[src/rtl/div_seq.sv]
// Iterative restoring divider (div/divu) beside the ex stage; {remainder, quotient} for HI/LO.
// Latency: ready_o after WIDTH+1 edges from the start_i sample, 2 edges for divide-by-zero.
// Backpressure: stallreq_o holds the pipeline until ready_o; DONE holds the result while start_i stays high.
module div_seq #(
  parameter int WIDTH = 32
) (
  input  logic               clk,
  input  logic               rst,
  input  logic               signed_div_i,
  input  logic [WIDTH-1:0]   opdata1_i,
  input  logic [WIDTH-1:0]   opdata2_i,
  input  logic               start_i,
  input  logic               annul_i,
  output logic [2*WIDTH-1:0] result_o,
  output logic               ready_o,
  output logic               stallreq_o
);

  localparam int CNT_W = (WIDTH > 1) ? $clog2(WIDTH) : 1;
  localparam logic [CNT_W-1:0] CNT_LAST = CNT_W'(WIDTH - 1);

  typedef enum logic [1:0] {
    IDLE   = 2'd0,
    BYZERO = 2'd1,
    RUN    = 2'd2,
    DONE   = 2'd3
  } state_t;

  state_t           state, state_nxt;
  logic [CNT_W-1:0] cnt;
  logic [WIDTH-1:0] rem;      // partial remainder
  logic [WIDTH-1:0] dvd;      // dividend shifting out, quotient shifting in
  logic [WIDTH-1:0] dsr;      // magnitude of the divisor
  logic             q_neg;    // quotient needs negation at the end
  logic             r_neg;    // remainder needs negation at the end

  logic             go;
  logic [WIDTH-1:0] abs1, abs2;
  logic [WIDTH:0]   rem_sh, trial;
  logic             trial_neg;
  logic [WIDTH-1:0] rem_step, q_step, q_fin, r_fin;

  // Operand magnitudes: negate only signed operands with their MSB set.
  // The most negative value negates to itself, which is the correct unsigned magnitude.
  assign abs1 = (signed_div_i && opdata1_i[WIDTH-1]) ? (~opdata1_i + 1'b1) : opdata1_i;
  assign abs2 = (signed_div_i && opdata2_i[WIDTH-1]) ? (~opdata2_i + 1'b1) : opdata2_i;
  assign go   = start_i & ~annul_i;

  // One restoring step: shift {rem, dvd} left, try subtracting the divisor with one guard bit.
  assign rem_sh    = {rem, dvd[WIDTH-1]};
  assign trial     = rem_sh - {1'b0, dsr};
  assign trial_neg = trial[WIDTH];
  assign rem_step  = trial_neg ? rem_sh[WIDTH-1:0] : trial[WIDTH-1:0];
  assign q_step    = {dvd[WIDTH-2:0], ~trial_neg};
  assign q_fin     = q_neg ? (~q_step + 1'b1) : q_step;
  assign r_fin     = r_neg ? (~rem_step + 1'b1) : rem_step;

  assign stallreq_o = start_i & ~annul_i & (state != DONE);

  // State register.
  always_ff @(posedge clk or posedge rst) begin
    if (rst) state <= IDLE;
    else     state <= state_nxt;
  end

  // Next-state logic; annul always returns to IDLE.
  always_comb begin
    state_nxt = state;
    case (state)
      IDLE:    if (go) state_nxt = (opdata2_i == '0) ? BYZERO : RUN;
      BYZERO:  state_nxt = annul_i ? IDLE : DONE;
      RUN: begin
        if (annul_i)              state_nxt = IDLE;
        else if (cnt == CNT_LAST) state_nxt = DONE;
      end
      DONE:    if (!start_i || annul_i) state_nxt = IDLE;
      default: state_nxt = IDLE;
    endcase
  end

  // Datapath: operand capture, iteration, and the result/ready registers.
  always_ff @(posedge clk or posedge rst) begin
    if (rst) begin
      cnt      <= '0;
      rem      <= '0;
      dvd      <= '0;
      dsr      <= '0;
      q_neg    <= 1'b0;
      r_neg    <= 1'b0;
      result_o <= '0;
      ready_o  <= 1'b0;
    end else begin
      case (state)
        IDLE: begin
          if (go && opdata2_i != '0) begin
            dvd   <= abs1;
            dsr   <= abs2;
            rem   <= '0;
            cnt   <= '0;
            q_neg <= signed_div_i & (opdata1_i[WIDTH-1] ^ opdata2_i[WIDTH-1]);
            r_neg <= signed_div_i & opdata1_i[WIDTH-1];
          end
        end
        RUN: begin
          if (annul_i) begin
            cnt      <= '0;
            result_o <= '0;
            ready_o  <= 1'b0;
          end else begin
            rem <= rem_step;
            dvd <= q_step;
            cnt <= cnt + 1'b1;
            if (cnt == CNT_LAST) begin
              result_o <= {r_fin, q_fin};
              ready_o  <= 1'b1;
            end
          end
        end
        BYZERO: begin
          result_o <= '0;
          ready_o  <= ~annul_i;
        end
        DONE: begin
          if (!start_i || annul_i) begin
            result_o <= '0;
            ready_o  <= 1'b0;
          end
        end
        default: ;
      endcase
    end
  end

endmodule

[config.mk]
export PLATFORM = sky130hd
export DESIGN_NAME = div_seq
export DESIGN_NICKNAME = d
export VERILOG_FILES = /design/src/rtl/div_seq.sv
export SDC_FILE = /design/constraint.sdc
export NUM_CORES = 1
export LEC_CHECK = 0
export CORE_MARGIN = 1.5
export CORE_UTILIZATION = 50
export CTS_CLUSTER_DIAMETER = 40
export DETAILED_ROUTE_END_ITERATION = 10
export PLACE_DENSITY_LB_ADDON = 0.2
export REMOVE_ABC_BUFFERS = 1
export SLEW_MARGIN = 20
export SYNTH_ARGS = -nofsm -noshare
export SYNTH_HDL_FRONTEND = slang
export SYNTH_SLANG_ARGS = --single-unit
export TNS_END_PERCENT = 30
[constraint.sdc]
create_clock -name clk -period 6.3 [get_ports clk]
set_input_delay 1.26 -clock clk [delete_from_list [all_inputs] [get_ports clk]]
set_output_delay 1.26 -clock clk [all_outputs]
set_load 0.01 [all_outputs]
==> qor.csv <==
stage;metric;value;unit
run_status;status;complete, no violations;
detailed_routing;WL/cell;17.5;µm
worst_hold_path;hold_sp;result_o[27];
worst_setup_path;crit path cell chain;inv_1 -> ha_1 -> inv_1 -> fa_1 -> a21o_1 -> a221oi_4 -> o211a_4 -> nor3_4 -> o21ai_4 -> a2bb2oi_2 -> and2_4 -> inv_2 -> mux2i_1 -> ha_1 -> nand2_1 -> or4_1 -> nor3_1 -> and4_1 -> a21oi_1 -> a211oi_1 -> xnor2_1 -> o21ai_1;
cts;CTS tree;done;
worst_setup_path;CP max stage cell;or4_1;
cts;Hold Buf Count CTS;0;
logic_synthesis;Post-synth top flop;dfrtp_1;
floorplan;initial core utilization;51.4;%
cts;CTS resizes;0;
sta;setup_tns;0;ns
worst_setup_path;CP Buf/Inv Count;3;
logic_synthesis;Compound-Gate Fraction of Synth Area;22.1;%
logic_synthesis;sequential fraction of the synthesis area;35.1;%
sta;clock skew;0.0153;ns
logic_synthesis;Synth Cell Area;0.0121;mm²
detailed_routing;DRT Wirelength;33300;µm
logic_synthesis;post-synth top area share;35.1;%
cells_and_area;Fillers;2165;
logic_synthesis;flops & latches, synth;170;
logic_synthesis;async set-or-reset flop fraction in the synthesized netlist;100;%
logic_synthesis;Post-synth EDFFs;0;
floorplan;Die ar.;0.0252;mm²
logic_synthesis;post-synthesis mux area share;2.68;%
grt;vias in the first global route;10481;
floorplan;number of I/O pins;135;
logic_synthesis;synth top area cells;dfrtp_1 (35%), nand2_1 (6.7%), o21ai_0 (6.0%);
logic_synthesis;main combinational cell family by area after synthesis;compound AO/OA/AOI/OAI gates;
worst_setup_path;WP data required;6.61;ns
detailed_routing;vias;11043;
placement;post-placement worst setup slack;0.781;ns
grt;first-pass GRT wire length;54400;µm
cells_and_area;Area growth, synth to finish;16.9;%
sta;Max Fclk;0.179;GHz
cells_and_area;layout cells sized above 1;5.37;%
detailed_routing;DR pass1 iterations;6;
cells_and_area;design area;0.0142;mm²
logic_synthesis;post-synthesis area per instance;8.17;µm²
detailed_routing;initial drt markers;773;
grt;Tot GR Track Use;26.5;%
grt;largest net degree at the start of global routing;77;
power_and_ir_drop;Leak;5.98;nW
logic_synthesis;Synth warnings;0;
logic_synthesis;Synth Area in Adders;4.60;%
sta;Slew headroom;25.6;%
logic_synthesis;Cell variety after synth;87;
placement;IO buf count;134;
cts;Post-CTS Setup Inserts;0;
sta;Final min period;5.60;ns
logic_synthesis;post-synthesis simple-gate area fraction;19.9;%
sta;Final Cycle Share;88.8;%
cts;# clock sinks;170;
placement;Placement Cell Area;0.0136;mm²
sta;fin. max-slew vios;0;
floorplan;Die Ht;159;µm
power_and_ir_drop;Psw;0.00274;W
worst_hold_path;Worst Hold Class;reg -> reg;
grt;initial antenna violation count;0;
cells_and_area;# nets final;1683;
logic_synthesis;synthesized instance count;1485;
detailed_routing;DR vias/cell;5.81;
worst_setup_path;worst setup path category;reg -> reg;
floorplan;std cell rows;56;
sta;final hold vios;0;
detailed_routing;DRC;0;
logic_synthesis;Yosys top cell by area;dfrtp_1;
power_and_ir_drop;Peak VDD IR;0.345;mV
worst_setup_path;Max stage delay on crit path;0.49;ns
cts;clock transition at the registers of the reported paths;0.08;ns
worst_setup_path;crit path DAT;5.90;ns
flow_run;max-cap violations;0;
power_and_ir_drop;Net Sw Frac;45.8;%
power_and_ir_drop;Power Density;423;mW/mm²
cts;H-Tree Depth;4;
worst_setup_path;Max FO, Critical Path;6;
cts;CTS max path bufs;2;
worst_setup_path;Crit Reg-Reg Startpoint;dvd[31];
cts;clk_lat worst skew;0.44;ns
cells_and_area;ant diodes;0;
worst_setup_path;Setup crit end kind;flip-flop;
logic_synthesis;post-synthesis xor/xnor area fraction;10.6;%
sta;final worst slack;0.704;ns
power_and_ir_drop;cell internal pwr;0.00325;W
worst_setup_path;CP startpoint;dvd[31];
grt;Congestion Overflow GR;0;
floorplan;core area;0.0236;mm²
placement;routability cong.;0.898;
sta;Worst-Margin Slew;1.11;ns
power_and_ir_drop;Clk pwr share;18.0;%
worst_setup_path;CP top delay family;compound AO/OA/AOI/OAI gates;
floorplan;Die X;159;µm
sta;Final setup viols;0;
worst_setup_path;startpoint types;flip-flop;
cts;Root Buffer;clkbuf_16;
placement;hpwl dp;24400;µm
sta;RSZ-0062 raised after global routing;false;
detailed_routing;Final ANT Viol Nets;0;
power_and_ir_drop;part of the power in registers;29.7;%
power_and_ir_drop;Comb pwr share;52.3;%
cts;CTS Buf Count;17;
## layout make-up
class | count | area (µm²) | share of cell area, %
multi-input combinational | 1179 | 7270 | 51.3
clock inverter | 14 | 169 | 1.19
sequential | 170 | 4250 | 30.0
timing repair buffer | 146 | 1430 | 10.1
inverter | 56 | 215 | 1.52
tap | 319 | 399 | 2.81
clock buffer | 18 | 439 | 3.10
## per-stage QoR
stage               utilization, %  hold WS, ns  total power (W)  std cells
finish                        60.1        0.480          0.00599       1902
global route                  60.1        0.503          0.00644       1902
global placement              57.5        0.462          0.00484       1870
detailed placement            57.5        0.469          0.00490       1870
CTS                           60.1        0.487          0.00600       1902
floorplan                        -        0.450          0.00383       1405
## routing by layer
| metal | vias up | GRT usage (%) | share of wire (%) |
|---|---|---|---|
| met5 | - | 0 | 0 |
| met4 | 0 | 8.87 | 2.6 |
| met3 | 63 | 4.78 | 5.7 |
| met2 | 335 | 42.0 | 46 |
| met1 | 5258 | 36.5 | 46 |
| li1 | 5387 | - | - |
## sequential cells by signal, summed over array words and instances (netlist names)
| name | flops |
|---|---|
| cnt | 5 |
| dsr | 32 |
| dvd | 32 |
| q_neg | 1 |
| r_neg | 1 |
| ready_o | 1 |
| rem | 32 |
| result_o | 64 |
| state | 2 |
## cells in the final DEF (no fill, tap or decap), types with 10 or more instances in the layout
cell             synthesis  final
o41ai_1                 11     11
nor2_1                 133    133
dfrtp_1                170    170
mux2i_1                 28     28
xnor2_1                 64     64
nand2b_1                10     10
a21o_1                  15     15
xor2_1                  83     83
ha_1                    43     42
or4_1                   10     10
nand2_1                218    218
o31ai_1                 28     28
a21oi_1                125    125
o21ai_0                146    145
or3_1                   19     19
nor3_1                  33     33
clkbuf_16                0     17
nor4_1                  17     17
buf_4                    7     12
o21ai_1                 36     36
inv_1                   55     54
nand3_1                 15     15
clkdlybuf4s50_1          0    134
## cell families after synthesis
kind of cell               Yosys count
buffers and inverters              136
AOI/OAI and AO/OA                  439
muxes                               32
DFF                                170
xor gates and xnor gates           147
adders and majority gates           44
and+or+nand+nor                    517
## worst paths after layout
path	end	slack, ns	cells past startpoint
min	result_o[27]	0.48	2
min in group asynchronous	result_o[22]	1.29	2
max in group asynchronous	dsr[11]	3.84	3
min reg2reg	result_o[27]	0.48	2
max reg2reg	result_o[62]	0.70	22
max	result_o[62]	0.70	22
## power groups by stage
stage	combinational (W)	clock (W)	sequential, W
4_1_cts	0.00313	0.00109	0.00178
3_3_place_gp	0.00305	0	0.00179
3_5_place_dp	0.00311	0	0.00180
2_1_floorplan	0.00203	0	0.00179
6_report	0.00313	0.00108	0.00178
5_1_grt	0.00348	0.00114	0.00183
## synthesized netlist by cell type, drive strengths merged, types with 3 or more instances
library cell    n
a31oi           9
nor3           37
or3            20
a211oi          4
clkbuf         42
o21a            5
and4            4
a22o            9
dfrtp         170
a211o           6
and2            5
nand2         218
xnor2          64
nor3b           4
or4            14
o22ai           3
nand3b          5
nor4           18
a21o           17
o21ai         184
mux2i          28
mux2            4
o31ai          30
buf            36
nand3          15
nand4           8
or2             8
and3            7
nor2          133
o2111ai         3
nor2b           6
o21bai          3
a21boi          3
inv            56
o41ai          11
o221ai          3
ha             43
nand2b         10
xor2           83
nand4b          4
a21oi         126
## worst min-delay path, stage by stage (launching register included)
cell and delay, ns:
dfrtp_1 0.35, nand2_1 0.04, o21ai_0 0.06
Note: power is estimated with default switching activity, not from simulation.
